**src/rtl/sync_up_counter_if.sv**
```systemverilog
// ---------------------------------------------------------------------------
// sync_up_counter_if
//   Groups the control and status signals of one sync_up_counter stage.
//   The master side (a controller, or the previous stage of a cascade via tc)
//   drives the controls; the slave side is the counter itself.
//
//   Signals
//     en       count enable / cascade input from a lower stage's tc
//     load     synchronous parallel load of din
//     din      load value (WIDTH bits)
//     clr_ovf  clears the sticky overflow flag
//     q        current count (registered)
//     tc       terminal count, combinational: (q == MODULUS-1) && en
//     wrap     registered one-cycle pulse after a wrap to 0
//     ovf      sticky overflow, set on any wrap
// ---------------------------------------------------------------------------
interface sync_up_counter_if #(
  parameter int WIDTH = 4
);
  logic             en;
  logic             load;
  logic [WIDTH-1:0] din;
  logic             clr_ovf;
  logic [WIDTH-1:0] q;
  logic             tc;
  logic             wrap;
  logic             ovf;

  modport master (
    output en, load, din, clr_ovf,
    input  q, tc, wrap, ovf
  );

  modport slave (
    input  en, load, din, clr_ovf,
    output q, tc, wrap, ovf
  );
endinterface

```
**src/rtl/sync_up_counter.sv**
```systemverilog
// ---------------------------------------------------------------------------
// sync_up_counter
//   Synchronous modulo-MODULUS up counter. Every bit of q updates on the same
//   clock edge, so q never shows ripple glitches. Offers parallel load (with
//   clamping to MODULUS-1), count enable, a combinational terminal count for
//   cascading, a one-cycle wrap pulse and a sticky overflow flag.
//
//   Parameters
//     WIDTH      counter width in bits (>= 1)
//     MODULUS    count sequence 0..MODULUS-1 (2 <= MODULUS <= 2**WIDTH)
//     RESET_VAL  value of q after reset (< MODULUS)
//
//   Ports
//     clk    clock, all state updates on its rising edge
//     reset  synchronous reset, active-low (0 = reset)
//     bus    sync_up_counter_if slave modport (en, load, din, clr_ovf in;
//            q, tc, wrap, ovf out)
// ---------------------------------------------------------------------------
module sync_up_counter #(
  parameter int WIDTH     = 4,
  parameter int MODULUS   = 16,
  parameter int RESET_VAL = 0
) (
  input  logic               clk,
  input  logic               reset,
  sync_up_counter_if.slave   bus
);

  // MAX_VAL is computed in WIDTH bits so that MODULUS == 2**WIDTH gives all
  // ones; "din < MODULUS" is then the same test as "din <= MAX_VAL".
  localparam logic [WIDTH-1:0] MAX_VAL = WIDTH'(MODULUS - 1);
  localparam logic [WIDTH-1:0] RST_Q   = WIDTH'(RESET_VAL);

  logic [WIDTH-1:0] count_q, count_d;
  logic             wrap_q, wrap_d;
  logic             ovf_q, ovf_d;
  logic             atMax;

  assign atMax = (count_q == MAX_VAL);

  // Load beats enable; a wrap on the same edge as clr_ovf keeps ovf set,
  // which falls out of the wrap branch overriding the clear below.
  always_comb begin
    count_d = count_q;
    wrap_d  = 1'b0;
    ovf_d   = ovf_q;
    if (bus.clr_ovf) begin
      ovf_d = 1'b0;
    end
    if (bus.load) begin
      count_d = (bus.din > MAX_VAL) ? MAX_VAL : bus.din;
    end else if (bus.en) begin
      if (atMax) begin
        count_d = '0;
        wrap_d  = 1'b1;
        ovf_d   = 1'b1;
      end else begin
        count_d = count_q + WIDTH'(1);
      end
    end
  end

  always_ff @(posedge clk) begin
    if (!reset) begin
      count_q <= RST_Q;
      wrap_q  <= 1'b0;
      ovf_q   <= 1'b0;
    end else begin
      count_q <= count_d;
      wrap_q  <= wrap_d;
      ovf_q   <= ovf_d;
    end
  end

  // tc is combinational so a cascaded stage increments on the same edge.
  assign bus.tc   = atMax && bus.en;
  assign bus.q    = count_q;
  assign bus.wrap = wrap_q;
  assign bus.ovf  = ovf_q;

endmodule
```
**src/flat_wrapper.sv**
```systemverilog
// flat-port wrapper written by rule: the top's interface ports become plain ports
module sync_up_counter_flat 
#(
  parameter int WIDTH     = 4,
  parameter int MODULUS   = 16,
  parameter int RESET_VAL = 0
)
  (clk, reset, bus_en, bus_load, bus_din, bus_clr_ovf, bus_q, bus_tc, bus_wrap, bus_ovf);
  sync_up_counter_if #(.WIDTH(WIDTH)) bus_i ();
  input  logic clk;
  input  logic reset;
  input wire logic [$bits(bus_i.en)-1:0] bus_en;
  input wire logic [$bits(bus_i.load)-1:0] bus_load;
  input wire logic [$bits(bus_i.din)-1:0] bus_din;
  input wire logic [$bits(bus_i.clr_ovf)-1:0] bus_clr_ovf;
  output wire logic [$bits(bus_i.q)-1:0] bus_q;
  output wire logic [$bits(bus_i.tc)-1:0] bus_tc;
  output wire logic [$bits(bus_i.wrap)-1:0] bus_wrap;
  output wire logic [$bits(bus_i.ovf)-1:0] bus_ovf;
  assign bus_i.en = bus_en;
  assign bus_i.load = bus_load;
  assign bus_i.din = bus_din;
  assign bus_i.clr_ovf = bus_clr_ovf;
  assign bus_q = bus_i.q;
  assign bus_tc = bus_i.tc;
  assign bus_wrap = bus_i.wrap;
  assign bus_ovf = bus_i.ovf;
  sync_up_counter #(.WIDTH(WIDTH), .MODULUS(MODULUS), .RESET_VAL(RESET_VAL)) u_core (.clk(clk), .reset(reset), .bus(bus_i));
endmodule
```
**config.mk**
```make
export PLATFORM = sky130hd
export DESIGN_NAME = sync_up_counter_flat
export DESIGN_NICKNAME = d
export VERILOG_FILES = /design/src/rtl/sync_up_counter_if.sv /design/src/rtl/sync_up_counter.sv /design/src/flat_wrapper.sv
export SDC_FILE = /design/constraint.sdc
export NUM_CORES = 1
export LEC_CHECK = 0
export CORE_AREA = 2 2 39 41
export CTS_CLUSTER_SIZE = 14
export DETAILED_ROUTE_END_ITERATION = 10
export DIE_AREA = 0 0 41 43
export SKIP_LAST_GASP = 1
export SLEW_MARGIN = 20
export SYNTH_ARGS = -nofsm -noshare
export SYNTH_HDL_FRONTEND = slang
export SYNTH_SLANG_ARGS = --single-unit
```
**constraint.sdc**
```tcl
create_clock -name clk -period 1.6 [get_ports clk]
set_input_delay 0.4 -clock clk [delete_from_list [all_inputs] [get_ports clk]]
set_output_delay 0.4 -clock clk [all_outputs]
set_load 0.1 [all_outputs]
```
==> results.rst, run 1 <==
.. list-table::
   :header-rows: 1

   * - Metric
     - Value
   * - Bufs on Longest Clock Path
     - 2
   * - Period utilization
     - 100%
   * - Port Buffer Count
     - 15
   * - Clock root buffer master
     - sky130_fd_sc_hd__clkbuf_4
   * - Arrival time of the worst setup path
     - 1210 ps
   * - First-pass GRT wire length
     - 1.11 mm
   * - Register-to-register path setup slack
     - 180 ps
   * - Total negative slack for setup checks
     - -6.94 ps
   * - Core outline area
     - 0.00138 mm²
   * - Fraction of final layout cells sized beyond drive strength 1
     - 45.5%
   * - Leakage dissipation
     - about 0.26 nW
   * - Via count of the first global-routing pass
     - between 200 and 300
   * - Depth of the most critical reg-to-reg path
     - 5
   * - Post-route DRC violation count
     - 0
   * - Mapped Area
     - 313 µm²
   * - Net Count, Synth
     - 44
   * - Initial antenna violation count
     - 0
   * - Worst path top cell family by delay
     - flip-flops
   * - Commonest non-fill, non-tap cells in the layout
     - sky130_fd_sc_hd__clkdlybuf4s50_1 (7), sky130_fd_sc_hd__buf_12 (7), sky130_fd_sc_hd__buf_4 (4), sky130_fd_sc_hd__dfxtp_4 (4)
   * - Number of top-level design ports
     - 16
   * - Post-DP HPWL
     - 560 µm
   * - Hold Path Class
     - reg2reg
   * - Total number of nets in the final design
     - 67
   * - Non-filler cells in the finished layout
     - 71
   * - Number of placement rows
     - 14
   * - CP Max Fanout
     - 2
   * - Number of instances in the synthesized netlist
     - 34
   * - Violated checks
     - negative setup slack
   * - CP max stage delay
     - 340 ps
   * - Transition time at the pin with the least slew margin
     - 341 ps
   * - GRT overflow
     - 0
   * - Final-report hold violation count
     - 0
   * - Fmax achieved
     - around 620 MHz
   * - TritonCTS clock tree
     - built
   * - Vert. Die Dim
     - 43 µm
   * - Count of routing violations after the opening detailed-route iteration
     - 3
   * - Cell with the largest stage delay on the worst path
     - sky130_fd_sc_hd__dfxtp_4
   * - GRT Resource Usage Total
     - 10.2%
   * - Setup violators final
     - 1
   * - Number of flip-flops and latches in the synthesized netlist
     - 6
   * - Number of distinct standard cells referenced by the synthesized netlist
     - 22
   * - Die Outline Area
     - 0.00176 mm²
   * - Required @ worst endpoint
     - about 1200 ps
   * - Average cell area after synthesis
     - slightly above 9 µm²
   * - Internal Dissipation
     - 0.312 mW
   * - Antenna violation net count after detailed routing
     - 0
   * - Layout-stage area growth over the synthesis result
     - 101%
   * - Avg Vias per Cell
     - 4.21
   * - Worst IR Drop VDD
     - 281 µV
   * - Num CTS Buffers
     - 3
   * - Count of buffer and inverter cells on the critical path
     - 1
   * - Number of instances in the placed design
     - 65
   * - Critical path cell sequence
     - ha_4, and3_4, and2_4, buf_12
   * - Setup repair after global routing missed its margin
     - true
   * - Fin Clk Skew
     - 5.65 ps
   * - Sw Pwr
     - ~0.15 mW
   * - Largest net degree at the start of global routing
     - 9
   * - Final routed wire length divided by cell count
     - just over 10 µm
   * - Worst Setup Slack, final
     - -6.94 ps
   * - Clk_lat worst skew
     - approximately 250 ps
   * - H-Tree Depth
     - 1
   * - Status
     - complete, but fails checks
   * - Instance count along the most critical hold path
     - 2
   * - Max-slew headroom at the worst pin
     - 77.2%
   * - GPL Wtd Cong
     - approximately 0.66
   * - Horizontal die dimension
     - slightly above 40 µm
   * - Crit Path Class
     - reg2out
   * - Number of clock sinks
     - 6
   * - Synth Warn #
     - 0
   * - Type of element launching the critical path
     - register
   * - Reg-to-reg critical path endpoint
     - u_core.bus.q[0]$_SDFFE_PN0P_
   * - Hold path start
     - u_core.bus.ovf$_SDFF_PN0_
   * - Seq/Total Area, Yosys
     - 38.4%
   * - MaxCap Viol Count
     - 0
   * - Post-layout minimum cycle time
     - 1610 ps
   * - Length of the first detailed-routing pass in iterations
     - 4
   * - Final wirelength
     - 734 µm
   * - Final max-slew violation count
     - 0
   * - Kind of end point of the critical path
     - primary output
   * - Starting density of the core
     - 22.6%
   * - Net switching fraction of the power
     - 33.2%
   * - Clk network pwr share
     - 31.3%
   * - Worst Setup Slack post-DPL
     - -84.2 ps
   * - Number of buffers inserted by hold repair at cts
     - 0
   * - Via Count
     - 299
   * - Combinational share of power
     - 33.0%
   * - Post-DP Area
     - 586 µm²
   * - Worst flop-to-flop path startpoint
     - u_core.bus.q[0]$_SDFFE_PN0P_
   * - Sequential cell fraction of total power
     - between 30% and 40%
   * - WHS Endpoint
     - u_core.bus.ovf$_SDFF_PN0_
   * - Number of diodes
     - 0
   * - Clock transition at the register clock pins on the worst setup and hold paths after CTS
     - 50 ps
   * - Total power per unit cell area
     - 741 mW/mm²
   * - Layout Cell Area excl Fill
     - between 600 and 700 µm²
   * - Worst Hold Slack
     - a little over 500 ps
## metal layers
| layer | up-vias | wire length, µm | global-route usage (%) |
|---|---|---|---|
| met5 | - | 0 | 0 |
| met1 | 130 | 310 | 11.0 |
| met2 | 9 | 375 | 13.4 |
| met4 | 0 | 14 | 12.0 |
| met3 | 2 | 32 | 3.14 |
| li1 | 158 | - | - |
## cell type report
class	instances	area, µm²
multi-input cells	24	191
repair buffers	19	249
clock buffers	3	22.5
inverters	3	11.3
fillers	135	754
flip-flops and latches	6	135
well taps	16	20.0
## stage by stage
stage	total power [mW]	utilization, %
after global routing	0.491	45.5
after CTS	0.478	45.5
after global placement	0.318	42.3
final	0.466	45.5
after floorplan	0.255	-
after detailed placement	0.319	42.3
## worst max-delay path by stage
stage | start | end | slack [ps] | depth (start not counted)
after CTS | u_core.bus.q[1]$_SDFFE_PN0P_ | bus_tc | -20 | 4
after floorplan | u_core.bus.q[0]$_SDFFE_PN0P_ | bus_tc | -20 | 3
after global placement | bus_en | u_core.bus.q[1]$_SDFFE_PN0P_ | -70 | 5
final | u_core.bus.q[0]$_SDFFE_PN0P_ | bus_tc | -7 | 4
after detailed placement | bus_en | u_core.bus.q[1]$_SDFFE_PN0P_ | -80 | 5
after global routing | u_core.bus.q[0]$_SDFFE_PN0P_ | bus_tc | -50 | 4
## sequential cells by signal, indices dropped and copies added, names as in the netlist
register,count
u_core.bus.q,4
u_core.bus.ovf,1
u_core.bus.wrap,1
## cells in the mapped netlist
cell type / instances / area [µm²]
sky130_fd_sc_hd__nand3_1: 1 / 5.00
sky130_fd_sc_hd__and3_4: 1 / 11.3
sky130_fd_sc_hd__a221oi_2: 1 / 15.0
sky130_fd_sc_hd__xor2_1: 1 / 8.76
sky130_fd_sc_hd__a21oi_1: 3 / 15.0
sky130_fd_sc_hd__nand2b_1: 2 / 12.5
sky130_fd_sc_hd__o211a_1: 1 / 10.0
sky130_fd_sc_hd__and2_2: 1 / 7.51
sky130_fd_sc_hd__clkbuf_1: 1 / 3.75
sky130_fd_sc_hd__xnor2_1: 1 / 8.76
sky130_fd_sc_hd__mux2_2: 1 / 11.3
sky130_fd_sc_hd__ha_1: 1 / 12.5
sky130_fd_sc_hd__nor2_1: 2 / 7.51
sky130_fd_sc_hd__nand2_1: 3 / 11.3
sky130_fd_sc_hd__dfxtp_1: 6 / 120
sky130_fd_sc_hd__mux2i_1: 1 / 10.0
sky130_fd_sc_hd__or3_1: 1 / 6.26
sky130_fd_sc_hd__o32ai_1: 1 / 8.76
sky130_fd_sc_hd__inv_1: 2 / 7.51
sky130_fd_sc_hd__nor2b_2: 1 / 8.76
sky130_fd_sc_hd__nor3b_1: 1 / 7.51
sky130_fd_sc_hd__inv_2: 1 / 3.75
## what timing repair did
| action | 4_1_cts | 5_1_grt |
|---|---|---|
| resized for setup | 1 | 0 |
| setup buffers | 3 | 0 |
| pin swaps | 0 | 1 |
| setup endpoints to repair | 1 | 1 |
| hold endpoints to repair | 0 | 0 |
## tightest hold or removal path: stages, from the launching register on
cell and delay, ps:
sky130_fd_sc_hd__dfxtp_1 330, sky130_fd_sc_hd__nand2b_1 80, sky130_fd_sc_hd__a21oi_1 60
## power groups by stage
stage | combinational [mW] | sequential, mW | clock [mW]
after floorplan | 0.0314 | 0.223 | 0
after global placement | 0.144 | 0.174 | 0
after detailed placement | 0.145 | 0.174 | 0
after CTS | 0.155 | 0.166 | 0.157
after global routing | 0.161 | 0.167 | 0.163
final | 0.154 | 0.166 | 0.146
## cell families (layout without fill, tap and decap cells)
logic type	after synthesis	count (layout)	synth area share [%]
flops	6	6	38.4
simple gates	13	13	24.8
buf+inv	4	25	4.80
xor+xnor	2	2	5.60
compound gates	6	6	15.6
fa+ha+maj	1	1	4.00
mux	2	2	6.80
Power figures use the tool's default switching activity.
==> inputs of run 2 (changes only) <==
==> constraint.sdc (replaced) <==
create_clock -name clk -period 1.6 [get_ports clk]
set_input_delay 0.24 -clock clk [delete_from_list [all_inputs] [get_ports clk]]
set_output_delay 0.24 -clock clk [all_outputs]
set_load 0.1 [all_outputs]
==> results.rst, run 2 (same netlist as run 1, synthesis figures left out) <==
.. list-table::
   :header-rows: 1

   * - Metric
     - Value
   * - Number of placement rows
     - 14 (unchanged)
   * - Fin Clk Skew
     - 4.35 ps (-1.30 ps)
   * - Post-route DRC violation count
     - 0 (unchanged)
   * - Die Outline Area
     - 0.00176 mm² (unchanged)
   * - Setup repair after global routing missed its margin
     - false
   * - Critical path cell sequence
     - ha_1, and3_4, and2_4, buf_12
   * - Grt met3 use
     - 1.57% (-1.6 points)
   * - Total negative slack for setup checks
     - 0 ps (+6.94 ps)
   * - Avg Vias per Cell
     - 4.45 (+5.6%)
   * - Max-slew headroom at the worst pin
     - 76.7% (-0.54 points)
   * - Instance count along the most critical hold path
     - 2 (unchanged)
   * - Commonest non-fill, non-tap cells in the layout
     - sky130_fd_sc_hd__clkdlybuf4s50_1 (8), sky130_fd_sc_hd__buf_12 (7), sky130_fd_sc_hd__nand2_1 (3), sky130_fd_sc_hd__a21oi_1 (3), sky130_fd_sc_hd__clkbuf_4 (3)
   * - Arrival time of the worst setup path
     - 1320 ps (+110 ps)
   * - Required @ worst endpoint
     - 1360 ps (+160 ps)
   * - Clock transition at the register clock pins on the worst setup and hold paths after CTS
     - 40 ps (about the same)
   * - Via count of the first global-routing pass
     - 296 (+1.7%)
   * - Leakage dissipation
     - 0.240 nW (-8.1%)
   * - Clock root buffer master
     - sky130_fd_sc_hd__clkbuf_4
   * - Status
     - complete, no violations
   * - Largest net degree at the start of global routing
     - 9 (unchanged)
   * - H-Tree Depth
     - 1 (unchanged)
   * - Fill count
     - 136 (+0.74%)
   * - Final-report hold violation count
     - 0 (unchanged)
   * - Setup violators final
     - 0 (-1)
   * - Count of instances resized after the clock tree is built
     - 0 (-1)
   * - Worst IR Drop VDD
     - 287 µV (+2.1%)
   * - Cell with the largest stage delay on the worst path
     - sky130_fd_sc_hd__dfxtp_4
   * - Clk_lat worst skew
     - 240 ps (about the same)
   * - Met2 track demand over resource
     - 14.1% (+0.63 points)
   * - Max FFs per register
     - 4 (unchanged)
   * - MaxCap Viol Count
     - 0 (unchanged)
   * - Vert. Die Dim
     - 43 µm (unchanged)
   * - Port Buffer Count
     - 15 (unchanged)
   * - Sequential cell fraction of total power
     - 38.1% (+2.4 points)
   * - Count of routing violations after the opening detailed-route iteration
     - 8 (+5)
   * - Share of the core filled with cells in the final layout
     - 42.1% (-3.3 points)
   * - Final max-slew violation count
     - 0 (unchanged)
   * - Total number of nets in the final design
     - 63 (-6.0%)
   * - Period utilization
     - 97.3% (-3.1 points)
   * - Net switching fraction of the power
     - 32.0% (-1.2 points)
   * - Global-route layer with the greatest usage
     - met2
   * - CP max stage delay
     - 360 ps (+20 ps)
   * - Horizontal die dimension
     - 41 µm (unchanged)
   * - Layout-stage area growth over the synthesis result
     - 86.4%
   * - Reg-to-reg critical path endpoint
     - u_core.bus.q[0]$_SDFFE_PN0P_
   * - Post-DP HPWL
     - 578 µm (+3.3%)
   * - Core outline area
     - 0.00138 mm² (unchanged)
   * - Worst flop-to-flop path startpoint
     - u_core.bus.q[0]$_SDFFE_PN0P_
   * - Final wirelength
     - 733 µm (-0.14%)
   * - Via Count
     - 298 (-0.33%)
   * - Number of clock sinks
     - 6 (unchanged)
   * - Transition time at the pin with the least slew margin
     - 349 ps (+8.13 ps)
   * - Starting density of the core
     - 22.6% (unchanged)
   * - Combinational share of power
     - 31.5% (-1.5 points)
   * - Crit Path Class
     - reg2out
   * - TritonCTS clock tree
     - built
   * - Leading cell type in the layout, fill and taps excluded
     - sky130_fd_sc_hd__clkdlybuf4s50_1
   * - Register-to-register path setup slack
     - 210 ps (+30 ps)
   * - Sw Pwr
     - 0.144 mW (-7.0%)
   * - GRT overflow
     - 0 (unchanged)
   * - Number of buffers inserted by hold repair at cts
     - 0 (unchanged)
   * - Total power per unit cell area
     - 771 mW/mm² (+4.2%)
   * - Number of top-level design ports
     - 16 (unchanged)
   * - Fraction of final layout cells sized beyond drive strength 1
     - 39.2% (-6.2 points)
   * - Worst path top cell family by delay
     - flip-flops
   * - Initial antenna violation count
     - 0 (unchanged)
   * - Clk network pwr share
     - 30.4% (-0.9 points)
   * - Number of diodes
     - 0 (unchanged)
   * - Kind of end point of the critical path
     - primary output
   * - GRT Resource Usage Total
     - 10.0% (-0.11 points)
   * - Hold Path Class
     - reg2reg
   * - First-pass GRT wire length
     - 1.16 mm (+4.4%)
   * - Fmax achieved
     - 642 MHz (+3.2%)
   * - Post-layout minimum cycle time
     - 1560 ps (-50.0 ps)
   * - Count of buffer and inverter cells on the critical path
     - 1 (unchanged)
   * - Internal Dissipation
     - 0.306 mW (-1.8%)
   * - Depth of the most critical reg-to-reg path
     - 4 (-1)
   * - Num CTS Buffers
     - 3 (unchanged)
   * - Post-CTS setup-driven buffer insertion count
     - 0 (-3)
   * - Length of the first detailed-routing pass in iterations
     - 4 (unchanged)
   * - CP Max Fanout
     - 5 (+3)
   * - Type of element launching the critical path
     - register
   * - Final routed wire length divided by cell count
     - 10.9 µm (+5.8%)
   * - Hold path start
     - u_core.bus.ovf$_SDFF_PN0_
   * - Met1 track demand over resource
     - 11.9% (+0.93 points)
   * - GPL Wtd Cong
     - 0.658 (+0.30%)
   * - Bufs on Longest Clock Path
     - 2 (unchanged)
   * - Antenna violation net count after detailed routing
     - 0 (unchanged)
   * - Worst Setup Slack post-DPL
     - 43.7 ps (+128 ps)
   * - WHS Endpoint
     - u_core.bus.ovf$_SDFF_PN0_
   * - Worst Setup Slack, final
     - 43.1 ps (+50.0 ps)
run 2: cell count changes in the layout (fill, tap and decap cells not counted):
cell                              change
sky130_fd_sc_hd__buf_4                -4
sky130_fd_sc_hd__dfxtp_2              +2
sky130_fd_sc_hd__dfxtp_4              -2
sky130_fd_sc_hd__clkdlybuf4s50_1      +1
sky130_fd_sc_hd__dlygate4sd2_1        -1
sky130_fd_sc_hd__ha_1                 +1
sky130_fd_sc_hd__ha_4                 -1
run 2: layer usage:
metal	vias to the layer above	share of wire (%)	wire (µm)
li1	154	-	-
met1	130	42	311
met2	14	50	366
met3	0	7.5	55
met4	0	0	0
met5	-	0	0
run 2: layout make-up:
type	instances	area (µm²)	share of cell area, %
multi-input cells	24	179	30.7
repair buffers	15	220	37.8
flip-flops and latches	6	130	22.3
clock buffers	3	22.5	3.86
well taps	16	20.0	3.43
inverters	3	11.3	1.93
run 2: how the worst max path moves through the flow:
stage | start | endpoint | slack (ps) | cells after the start
after global routing | u_core.bus.q[0]$_SDFFE_PN0P_ | bus_tc | 5 | 4
after global placement | bus_en | u_core.bus.q[0]$_SDFFE_PN0P_ | 90 | 4
after floorplan | u_core.bus.q[2]$_SDFFE_PN0P_ | bus_tc | 70 | 2
after detailed placement | bus_en | u_core.bus.q[0]$_SDFFE_PN0P_ | 40 | 4
final | u_core.bus.q[0]$_SDFFE_PN0P_ | bus_tc | 40 | 4
after CTS | u_core.bus.q[0]$_SDFFE_PN0P_ | bus_tc | 20 | 4
run 2: worst reg2reg max path, delay by kind of cell (launching register included):
family          cells  cell delay, ps
compound gates      1             210
fa+ha+maj           1             210
flops               1             360
simple gates        2             510
run 2: stage by stage:
| step | hold slack, ps | std cells | cell area, µm² | power (mW) |
|---|---|---|---|---|
| after floorplan | 366 | 34 | 324 | 0.253 |
| after global placement | 502 | 64 | 561 | 0.315 |
| after detailed placement | 511 | 64 | 561 | 0.317 |
| after CTS | 517 | 67 | 583 | 0.461 |
| after global routing | 552 | 67 | 583 | 0.479 |
| final | 519 | 67 | 583 | 0.450 |
run 2: power by group through the flow:
stage          clock (mW)  sequential [mW]  combinational (mW)
2_1_floorplan           0            0.223              0.0305
3_3_place_gp            0            0.174               0.141
3_5_place_dp            0            0.174               0.143
4_1_cts             0.146            0.171               0.143
5_1_grt             0.159            0.172               0.148
6_report            0.137            0.171               0.142
